**config.mk**
```make
export PLATFORM = sky130hd
export DESIGN_NAME = axi_stream_slave
export DESIGN_NICKNAME = d
export VERILOG_FILES = /design/src/rtl/axi_stream_slave.sv
export SDC_FILE = /design/constraint.sdc
export NUM_CORES = 2
export LEC_CHECK = 0
export ABC_AREA = 1
export CAP_MARGIN = 30
export CORE_AREA = 2 2 505 507
export DETAILED_ROUTE_END_ITERATION = 16
export DIE_AREA = 0 0 507 509
export SLEW_MARGIN = 5
export SYNTH_ARGS = -nofsm -noshare
export SYNTH_HDL_FRONTEND = slang
export SYNTH_SLANG_ARGS = --single-unit
```
**constraint.sdc**
```tcl
create_clock -name aclk -period 44.2 [get_ports aclk]
set_input_delay 6.63 -clock aclk [delete_from_list [all_inputs] [get_ports aclk]]
set_output_delay 6.63 -clock aclk [all_outputs]
set_load 0.05 [all_outputs]
```
**src/rtl/axi_stream_slave.sv**
```systemverilog
// axi_stream_slave
// AXI4-Stream receiver with a small first-word-fall-through buffer and
// packet tracking (ID/destination latch, beat count, end pulse, protocol error).
//
// Ports
//   aclk, aresetn          clock, asynchronous active-low reset
//   tvalid/tready/tdata/tstrb/tkeep/tlast/tid/tdest/tuser/twakeup
//                          AXI4-Stream sink (tstrb, twakeup unused)
//   data_out/keep_out/user_out/last_out/valid_out
//                          head-of-FIFO beat, zero when empty
//   read                   pop head when valid_out=1
//   pkt_id/pkt_dest        tid/tdest latched at the first beat of a packet
//   beat_count             non-null beats of current packet, saturating
//   pkt_done               one-cycle pulse after a tlast beat is accepted
//   proto_err              sticky tid/tdest mismatch inside a packet
//
// state   | meaning
// ST_IDLE | between packets, next transfer starts a packet
// ST_RECV | inside a packet, checking tid/tdest against latched values
module axi_stream_slave #(
  parameter int TDATA_WIDTH = 512,
  parameter int TID_WIDTH   = 8,
  parameter int TDEST_WIDTH = 8,
  parameter int TUSER_WIDTH = 8,
  parameter int FIFO_DEPTH  = 4,
  parameter int CNT_WIDTH   = 16
) (
  input  logic                       aclk,
  input  logic                       aresetn,
  input  logic                       tvalid,
  output logic                       tready,
  input  logic [TDATA_WIDTH-1:0]     tdata,
  input  logic [TDATA_WIDTH/8-1:0]   tstrb,
  input  logic [TDATA_WIDTH/8-1:0]   tkeep,
  input  logic                       tlast,
  input  logic [TID_WIDTH-1:0]       tid,
  input  logic [TDEST_WIDTH-1:0]     tdest,
  input  logic [TUSER_WIDTH-1:0]     tuser,
  input  logic                       twakeup,
  output logic [TDATA_WIDTH-1:0]     data_out,
  output logic [TDATA_WIDTH/8-1:0]   keep_out,
  output logic [TUSER_WIDTH-1:0]     user_out,
  output logic                       last_out,
  output logic                       valid_out,
  input  logic                       read,
  output logic [TID_WIDTH-1:0]       pkt_id,
  output logic [TDEST_WIDTH-1:0]     pkt_dest,
  output logic [CNT_WIDTH-1:0]       beat_count,
  output logic                       pkt_done,
  output logic                       proto_err
);

  localparam int KW = TDATA_WIDTH / 8;
  localparam int PW = (FIFO_DEPTH > 1) ? $clog2(FIFO_DEPTH) : 1;
  localparam int OW = PW + 1;
  localparam logic [OW-1:0]        DEPTH_C = OW'(FIFO_DEPTH);
  localparam logic [CNT_WIDTH-1:0] CNT_MAX = '1;

  typedef enum logic {ST_IDLE, ST_RECV} state_t;

  state_t                  state_q, state_d;
  logic [PW-1:0]           wr_ptr_q, wr_ptr_d, rd_ptr_q, rd_ptr_d;
  logic [OW-1:0]           occ_q, occ_d;
  logic                    rdy_en_q;
  logic [TID_WIDTH-1:0]    pkt_id_q, pkt_id_d;
  logic [TDEST_WIDTH-1:0]  pkt_dest_q, pkt_dest_d;
  logic [CNT_WIDTH-1:0]    beat_count_q, beat_count_d;
  logic                    pkt_done_q, pkt_done_d;
  logic                    proto_err_q, proto_err_d;

  logic [TDATA_WIDTH-1:0]  data_mem_q [FIFO_DEPTH];
  logic [KW-1:0]           keep_mem_q [FIFO_DEPTH];
  logic [TUSER_WIDTH-1:0]  user_mem_q [FIFO_DEPTH];
  logic                    last_mem_q [FIFO_DEPTH];

  logic xfer, null_beat, push, pop;
  logic unused_ok;

  assign unused_ok = ^{tstrb, twakeup};

  // rdy_en_q keeps tready low through reset and for the release cycle,
  // since occupancy alone would already read as "not full" during reset.
  assign tready    = rdy_en_q && (occ_q < DEPTH_C);
  assign valid_out = (occ_q != '0);

  assign xfer      = tvalid && tready;
  assign null_beat = (tkeep == '0);
  // A null beat carrying tlast is still stored so the consumer sees the end.
  assign push      = xfer && !(null_beat && !tlast);
  assign pop       = read && valid_out;

  assign data_out  = valid_out ? data_mem_q[rd_ptr_q] : '0;
  assign keep_out  = valid_out ? keep_mem_q[rd_ptr_q] : '0;
  assign user_out  = valid_out ? user_mem_q[rd_ptr_q] : '0;
  assign last_out  = valid_out ? last_mem_q[rd_ptr_q] : 1'b0;

  assign pkt_id     = pkt_id_q;
  assign pkt_dest   = pkt_dest_q;
  assign beat_count = beat_count_q;
  assign pkt_done   = pkt_done_q;
  assign proto_err  = proto_err_q;

  always_comb begin
    wr_ptr_d = wr_ptr_q;
    rd_ptr_d = rd_ptr_q;
    occ_d    = occ_q;
    if (push) wr_ptr_d = wr_ptr_q + PW'(1);
    if (pop)  rd_ptr_d = rd_ptr_q + PW'(1);
    case ({push, pop})
      2'b10:   occ_d = occ_q + OW'(1);
      2'b01:   occ_d = occ_q - OW'(1);
      default: occ_d = occ_q;
    endcase
  end

  always_comb begin
    state_d      = state_q;
    pkt_id_d     = pkt_id_q;
    pkt_dest_d   = pkt_dest_q;
    beat_count_d = beat_count_q;
    pkt_done_d   = 1'b0;
    proto_err_d  = proto_err_q;
    if (xfer) begin
      case (state_q)
        ST_IDLE: begin
          pkt_id_d     = tid;
          pkt_dest_d   = tdest;
          beat_count_d = null_beat ? '0 : CNT_WIDTH'(1);
          pkt_done_d   = tlast;
          state_d      = tlast ? ST_IDLE : ST_RECV;
        end
        ST_RECV: begin
          if (!null_beat && (beat_count_q != CNT_MAX))
            beat_count_d = beat_count_q + CNT_WIDTH'(1);
          if ((tid != pkt_id_q) || (tdest != pkt_dest_q))
            proto_err_d = 1'b1;
          if (tlast) begin
            pkt_done_d = 1'b1;
            state_d    = ST_IDLE;
          end
        end
        default: state_d = ST_IDLE;
      endcase
    end
  end

  always_ff @(posedge aclk or negedge aresetn) begin
    if (!aresetn) begin
      state_q      <= ST_IDLE;
      wr_ptr_q     <= '0;
      rd_ptr_q     <= '0;
      occ_q        <= '0;
      rdy_en_q     <= 1'b0;
      pkt_id_q     <= '0;
      pkt_dest_q   <= '0;
      beat_count_q <= '0;
      pkt_done_q   <= 1'b0;
      proto_err_q  <= 1'b0;
    end else begin
      state_q      <= state_d;
      wr_ptr_q     <= wr_ptr_d;
      rd_ptr_q     <= rd_ptr_d;
      occ_q        <= occ_d;
      rdy_en_q     <= 1'b1;
      pkt_id_q     <= pkt_id_d;
      pkt_dest_q   <= pkt_dest_d;
      beat_count_q <= beat_count_d;
      pkt_done_q   <= pkt_done_d;
      proto_err_q  <= proto_err_d;
    end
  end

  // Storage is not reset; outputs are masked by valid_out instead.
  always_ff @(posedge aclk) begin
    if (push) begin
      data_mem_q[wr_ptr_q] <= tdata;
      keep_mem_q[wr_ptr_q] <= tkeep;
      user_mem_q[wr_ptr_q] <= tuser;
      last_mem_q[wr_ptr_q] <= tlast;
    end
  end

endmodule

```
Word level (Yosys, flattened, before mapping)
Memories as Yosys holds them, arrays and structs flattened.
Cells that the tools add are included.
{"block": "word_totals", "regBits": 43, "mem_bits_rw": 2340, "inputBits": 670, "out_inout_bits": 621, "mem_count": 4}
{"name": "data_mem_q", "words": 4, "width": 512, "read_ports": 1, "rd_ports_with_merged_regs": 0, "wr": 1, "line": "71", "rtl": "logic [TDATA_WIDTH-1:0] data_mem_q [FIFO_DEPTH];"}
{"name": "keep_mem_q", "words": 4, "width": 64, "read_ports": 1, "rd_ports_with_merged_regs": 0, "wr": 1, "line": "72", "rtl": "logic [KW-1:0] keep_mem_q [FIFO_DEPTH];"}
{"name": "user_mem_q", "words": 4, "width": 8, "read_ports": 1, "rd_ports_with_merged_regs": 0, "wr": 1, "line": "73", "rtl": "logic [TUSER_WIDTH-1:0] user_mem_q [FIFO_DEPTH];"}
{"name": "last_mem_q", "words": 4, "width": 1, "read_ports": 1, "rd_ports_with_merged_regs": 0, "wr": 1, "line": "74", "rtl": "logic last_mem_q [FIFO_DEPTH];"}
{"block": "classes", "add_sub_neg": 5, "order_cmp": 1, "n_eq_ne": 6, "n_mux": 14, "bitwise_logic": 1, "reduce_logical": 16}
{"operator": "2-to-1 mux 512 bit", "count": 1}
{"operator": "logical NOT 64 bit", "count": 1}
{"operator": "2-to-1 mux 64 bit", "count": 1}
{"operator": "one-hot mux 16 bit (2 select lines)", "count": 1}
{"operator": "adder 16 x 1 -> 16 bit, second input constant", "count": 1}
{"operator": "2-to-1 mux 16 bit", "count": 1}
{"operator": "!= test 16 bit, second input constant", "count": 1}
{"operator": "!= test 8 bit", "count": 2}
{"operator": "2-to-1 mux 8 bit", "count": 1}
{"operator": "2-to-1 mux 1 bit", "count": 7}
{"operator": "logical AND 1 bit", "count": 6}
{"operator": "one-hot mux 3 bit (2 select lines)", "count": 1}
{"operator": "adder 2 x 1 -> 2 bit, second input constant", "count": 2}
{"operator": "AND reduction 2 bit", "count": 2}
{"operator": "adder 3 x 1 -> 3 bit, second input constant", "count": 1}
{"operator": "logical NOT 1 bit", "count": 3}
{"operator": "less-than comparator 3 bit, second input constant", "count": 1}
{"operator": "AND reduction 3 bit", "count": 1}
{"operator": "nonzero test 3 bit", "count": 1}
{"operator": "subtractor 3 x 1 -> 3 bit, second input constant", "count": 1}
{"operator": "equality test 2 x 1 -> 1 bit, second input constant", "count": 1}
{"operator": "equality test 2 bit, second input constant", "count": 1}
{"operator": "!= test 2 x 1 -> 1 bit, second input constant", "count": 1}
{"operator": "one-hot mux 1 bit (2 select lines)", "count": 1}
{"operator": "3 further kinds", "count": 3}

Longest topological paths before layout
{"block": "depth", "ltp_word": 6, "ltp_mapped": 13}

Worst setup path before layout
OpenSTA, ideal clock, no wires.
{"block": "synth_path", "path_type": "in2reg", "startpoint": "in tkeep[63]", "endpoint": "mem data_mem_q[0][0] (enable)", "arrival_time_ns": 31.293, "required_time_ns": 42.649, "setup_slack_ns": 11.356, "path_stages": 8, "n_path_buf": 0, "cell_sequence": "nor2_1 > nand2_1 > nor2_1 > nand2_1 > nor2_1 > nand3_1 > nand2_1 > nor2_1"}
{"block": "synth_via", "elab_chain_len": 6}
{"item": "start, declared", "line": "34", "rtl": "input logic [TDATA_WIDTH/8-1:0] tkeep,"}
{"item": "logical NOT 64 bit", "line": "87", "rtl": "assign null_beat = (tkeep == '0);"}
{"item": "logical AND 1 bit", "line": "89", "rtl": "assign push = xfer && !(null_beat && !tlast);"}
{"item": "logical NOT 1 bit", "line": "89"}
{"item": "logical AND 1 bit", "line": "89"}
{"item": "2-to-1 mux 1 bit", "line": "175", "rtl": "if (push) begin"}
{"item": "2-to-1 mux 1 bit (not written as such)", "line": "176", "rtl": "data_mem_q[wr_ptr_q] <= tdata;"}
{"item": "end, declared", "line": "71"}
Every way passes these cells.

Worst setup path in the final report
{"block": "layout_path", "startpoint": "reg rd_ptr_q[1]", "endpoint": "out data_out[285]"}
{"block": "layout_via", "elab_chain_len": 2}
{"item": "start, declared", "line": "62", "rtl": "logic [PW-1:0] wr_ptr_q, wr_ptr_d, rd_ptr_q, rd_ptr_d;"}
{"item": "start signal, assigned", "line": "162", "rtl": "rd_ptr_q <= rd_ptr_d;"}
{"item": "memory (4 x 512 bit)"}
{"item": "2-to-1 mux 512 bit", "line": "92", "rtl": "assign data_out = valid_out ? data_mem_q[rd_ptr_q] : '0;"}
{"item": "end, declared", "line": "40", "rtl": "output logic [TDATA_WIDTH-1:0] data_out,"}
Every way passes these cells.

==> impl_metrics.py <==
metrics = {
    "setup_path": {
        "cp-end-kind": "primary output",
        "cp-start-kind": "flop",
        "slowest_delay_ps": 900,
        "rr_worst_depth": 11,
        "reg2reg_slack_ps": 37950,
        "critPathBufInv": 6,
        "crit_chain": "inv_8 > buf_4 > buf_4 > buf_4 > buf_4 > nor2_1 > o21ai_0 > a21oi_1 > clkdlybuf4s50_1",
        "crit_family": "buffers and inverters",
        "worstPathMaxFanout": 95,
        "crit_arrival_ps": 6940,
        "reg2reg_to": "data_mem_q[0][179]",
        "cp.required_ps": 37570,
        "r2r-start": "occ_q[2]",
        "cp_slowest_cell": "clkdlybuf4s50_1",
        "critPathKind": "reg -> out",
        "crit_top_cell": "buf_4",
    },
    "finish": {
        "multiInputGateArea_um2": 19000,
        "fin_nets": 9031,
        "regArea_um2": 71400,
        "drive_gt1_frac": 0.0524,
        "fillCellCount": 22200,
        "area_growth_pct": 25.2,
    },
    "min_path": {
        "min_from": "proto_err",
        "hold_path_end": "proto_err",
        "hp-class": "reg -> reg",
        "whs_path_depth": 2,
    },
    "placed_design": {
        "port_buffers": 1225,
        "gp_congestion": 0.837,
        "dpl.hpwl_um": 162000,
    },
    "clock_tree": {
        "cts_buffer_depth": 3,
        "cts_made_buffers": 240,
        "cts.sinks": 2383,
        "cts_tree": "built",
        "clk_pin_slew_ps": 60,
        "cts_resized": 0,
        "ctsRootBufferMaster": "clkbuf_16",
        "postCtsSetupRepairBufs": 0,
        "htree_levels": 4,
        "clock_latency_ps": 900,
        "cts_hold_buffers": 0,
    },
    "power": {
        "p_leak_uw": 0.0378,
        "p_per_area_nw_per_um2": 81.0,
        "ir_drop_v": 0.0000778,
    },
    "logic_synthesis": {
        "synth_top_area_share": 0.759,
        "yosysSeqAreaShare": 0.771,
        "avgSynthCellArea_um2": 12.8,
        "ys_ff_latch": 2383,
        "synth_cell_types": 35,
        "synthesis.nets": 7931,
        "ys.flop_type": "edfxtp_1",
        "synthTopCellsByArea": "edfxtp_1 76%, nor2_1 9.8%, o21ai_0 4.8%",
        "async_flop_share": 0.0180,
        "netlist_instances": 7254,
        "synth_edf_count": 2340,
        "ys_warn_count": 0,
        "yosysMostFrequentCell": "nor2_1",
        "yosysTopAreaCell": "edfxtp_1",
        "synthTopCellsByCount": "2,406 x nor2_1, 2,340 x edfxtp_1, 885 x o21ai_0",
        "syn-cell-area_um2": 92600,
    },
    "sta": {
        "fmax_mhz": 73.7,
        "fin_tns_setup_ps": 0,
        "period_minus_slack_ps": 13570,
        "worst_slew_pin_slew_ps": 1170,
        "fin_crit_sh": 0.307,
        "fin_skew_ps": 73.8,
        "rsz0062_at_grt": "false",
        "slew_headroom": 0.219,
        "setup_viol_count_final": 0,
        "drv_slew": 0,
        "fin_hold_ws_ps": 474,
        "hold_violations": 0,
    },
    "route": {
        "dr.first_iter.drc_count": 4966,
        "dr.pass1.iters": 6,
        "avgViaCountPerCell": 5.02,
        "drt_wl_total_um": 266000,
        "antenna_left": 0,
        "num_vias": 60100,
        "drc": 0,
        "wire_per_inst_um": 22.3,
    },
    "job": {
        "maxCapViolations": 0,
    },
    "floorplanning": {
        "num_rows": 185,
        "die-area_um2": 258000,
        "io_pins": 1291,
        "die_y_um": 509,
        "start_util": 0.366,
        "die_x_um": 507,
        "core-area_um2": 253000,
    },
    "global_route": {
        "grt_pass1_wl_um": 384000,
        "grt_pass1_vias": 56900,
        "antenna_found_initial": 82,
        "gr-total-overflow": 0,
        "grtUsageTotal": 0.198,
        "grt_max_degree": 189,
    },
    "status": {
        "status": "finished clean",
    },
}
layout make-up:
cell class              instances  share of cell area
inverters                      40             0.00142
repair buffers               1319               0.115
multi-input cells            4370               0.164
diodes                         45            0.000972
flip-flops and latches       2383               0.616
clock buffers                 307              0.0544
well taps                    3366              0.0363
clock inverters               129              0.0118
how the worst max path moves through the flow:
| stage | startpoint | endpoint | slack (ps) | cells past startpoint |
|---|---|---|---|---|
| finish | rd_ptr_q[1] | data_out[285] | 30630 | 9 |
| global route | rd_ptr_q[1] | data_out[285] | 30270 | 9 |
| CTS | rd_ptr_q[1] | data_out[285] | 30470 | 9 |
| detailed placement | tkeep[13] | data_mem_q[0][111] | 30920 | 15 |
| global placement | tkeep[13] | data_mem_q[0][111] | 30690 | 14 |
| floorplan | tkeep[63] | data_mem_q[0][0] | 11360 | 8 |
worst min-delay path: stages, from the launching register on:
cell	delay (ps)
dfrtp_1	340
inv_1	40
nand2_1	50
per-layer routing:
metal,up-vias,routed length [um],part of all wire,GRT usage
met5,-,526,0.0020,0
met4,80,6670,0.025,0.0560
met3,433,28600,0.11,0.0797
met2,2012,125000,0.47,0.315
met1,29500,106000,0.40,0.249
li1,28100,-,-,-
cell usage in the layout (no fill, tap or decap), drive strengths merged, types with 7 or more instances in the layout:
| cell | n |
|---|---|
| clkinv | 101 |
| inv | 42 |
| buf | 95 |
| clkdlybuf4s50 | 1224 |
| a21oi | 597 |
| xnor2 | 10 |
| nor2 | 2410 |
| bufinv | 21 |
| nor3 | 7 |
| mux2 | 10 |
| o21ai | 1185 |
| clkbuf | 307 |
| nand3 | 29 |
| dfrtp | 43 |
| nand2 | 96 |
| edfxtp | 2340 |
| nand4 | 7 |
| diode | 45 |
kinds of logic (layout without fill, tap and decap cells):
| kind of cell | Yosys count | count (layout) | share of synthesized area |
|---|---|---|---|
| flip-flops | 2383 | 2383 | 0.771 |
| buffers and inverters | 501 | 1795 | 0.0239 |
| XOR/XNOR | 15 | 15 | 0.00142 |
| AND/OR/NAND/NOR | 2553 | 2553 | 0.105 |
| other | 1 | 46 | 0.0000405 |
| multiplexers | 10 | 10 | 0.00122 |
| adder cells (fa/ha/maj) | 7 | 7 | 0.00103 |
| AO/OA/AOI/OAI | 1784 | 1784 | 0.0965 |
registers in the layout, indices dropped and copies added (netlist names):
| signal | flops |
|---|---|
| last_mem_q | 4 |
| pkt_id | 8 |
| keep_mem_q | 256 |
| data_mem_q | 2048 |
| beat_count | 16 |
| proto_err | 1 |
| user_mem_q | 32 |
| state_q | 1 |
| rd_ptr_q | 2 |
| pkt_done | 1 |
| pkt_dest | 8 |
| occ_q | 3 |
| rdy_en_q | 1 |
| wr_ptr_q | 2 |
stage by stage:
stage | total power, uW | worst slack, ps | instances | area, um^2 | util
2_1_floorplan | 5940 | 11360 | 7254 | 92600 | -
3_3_place_gp | 7430 | 30690 | 11500 | 108000 | 0.427
3_5_place_dp | 7460 | 30920 | 11500 | 108000 | 0.427
4_1_cts | 9450 | 30470 | 11900 | 116000 | 0.457
5_1_grt | 9810 | 30270 | 11900 | 116000 | 0.458
6_report | 9390 | 30630 | 12000 | 116000 | 0.459
power by group:
group	leakage [uW]	internal, uW	total, uW	switching [uW]
combinational	0.0124	1300	4680	3380
sequential	0.0217	2670	2730	61.8
clock	0.00372	1130	1980	853
(Power assumes the default switching activity.)
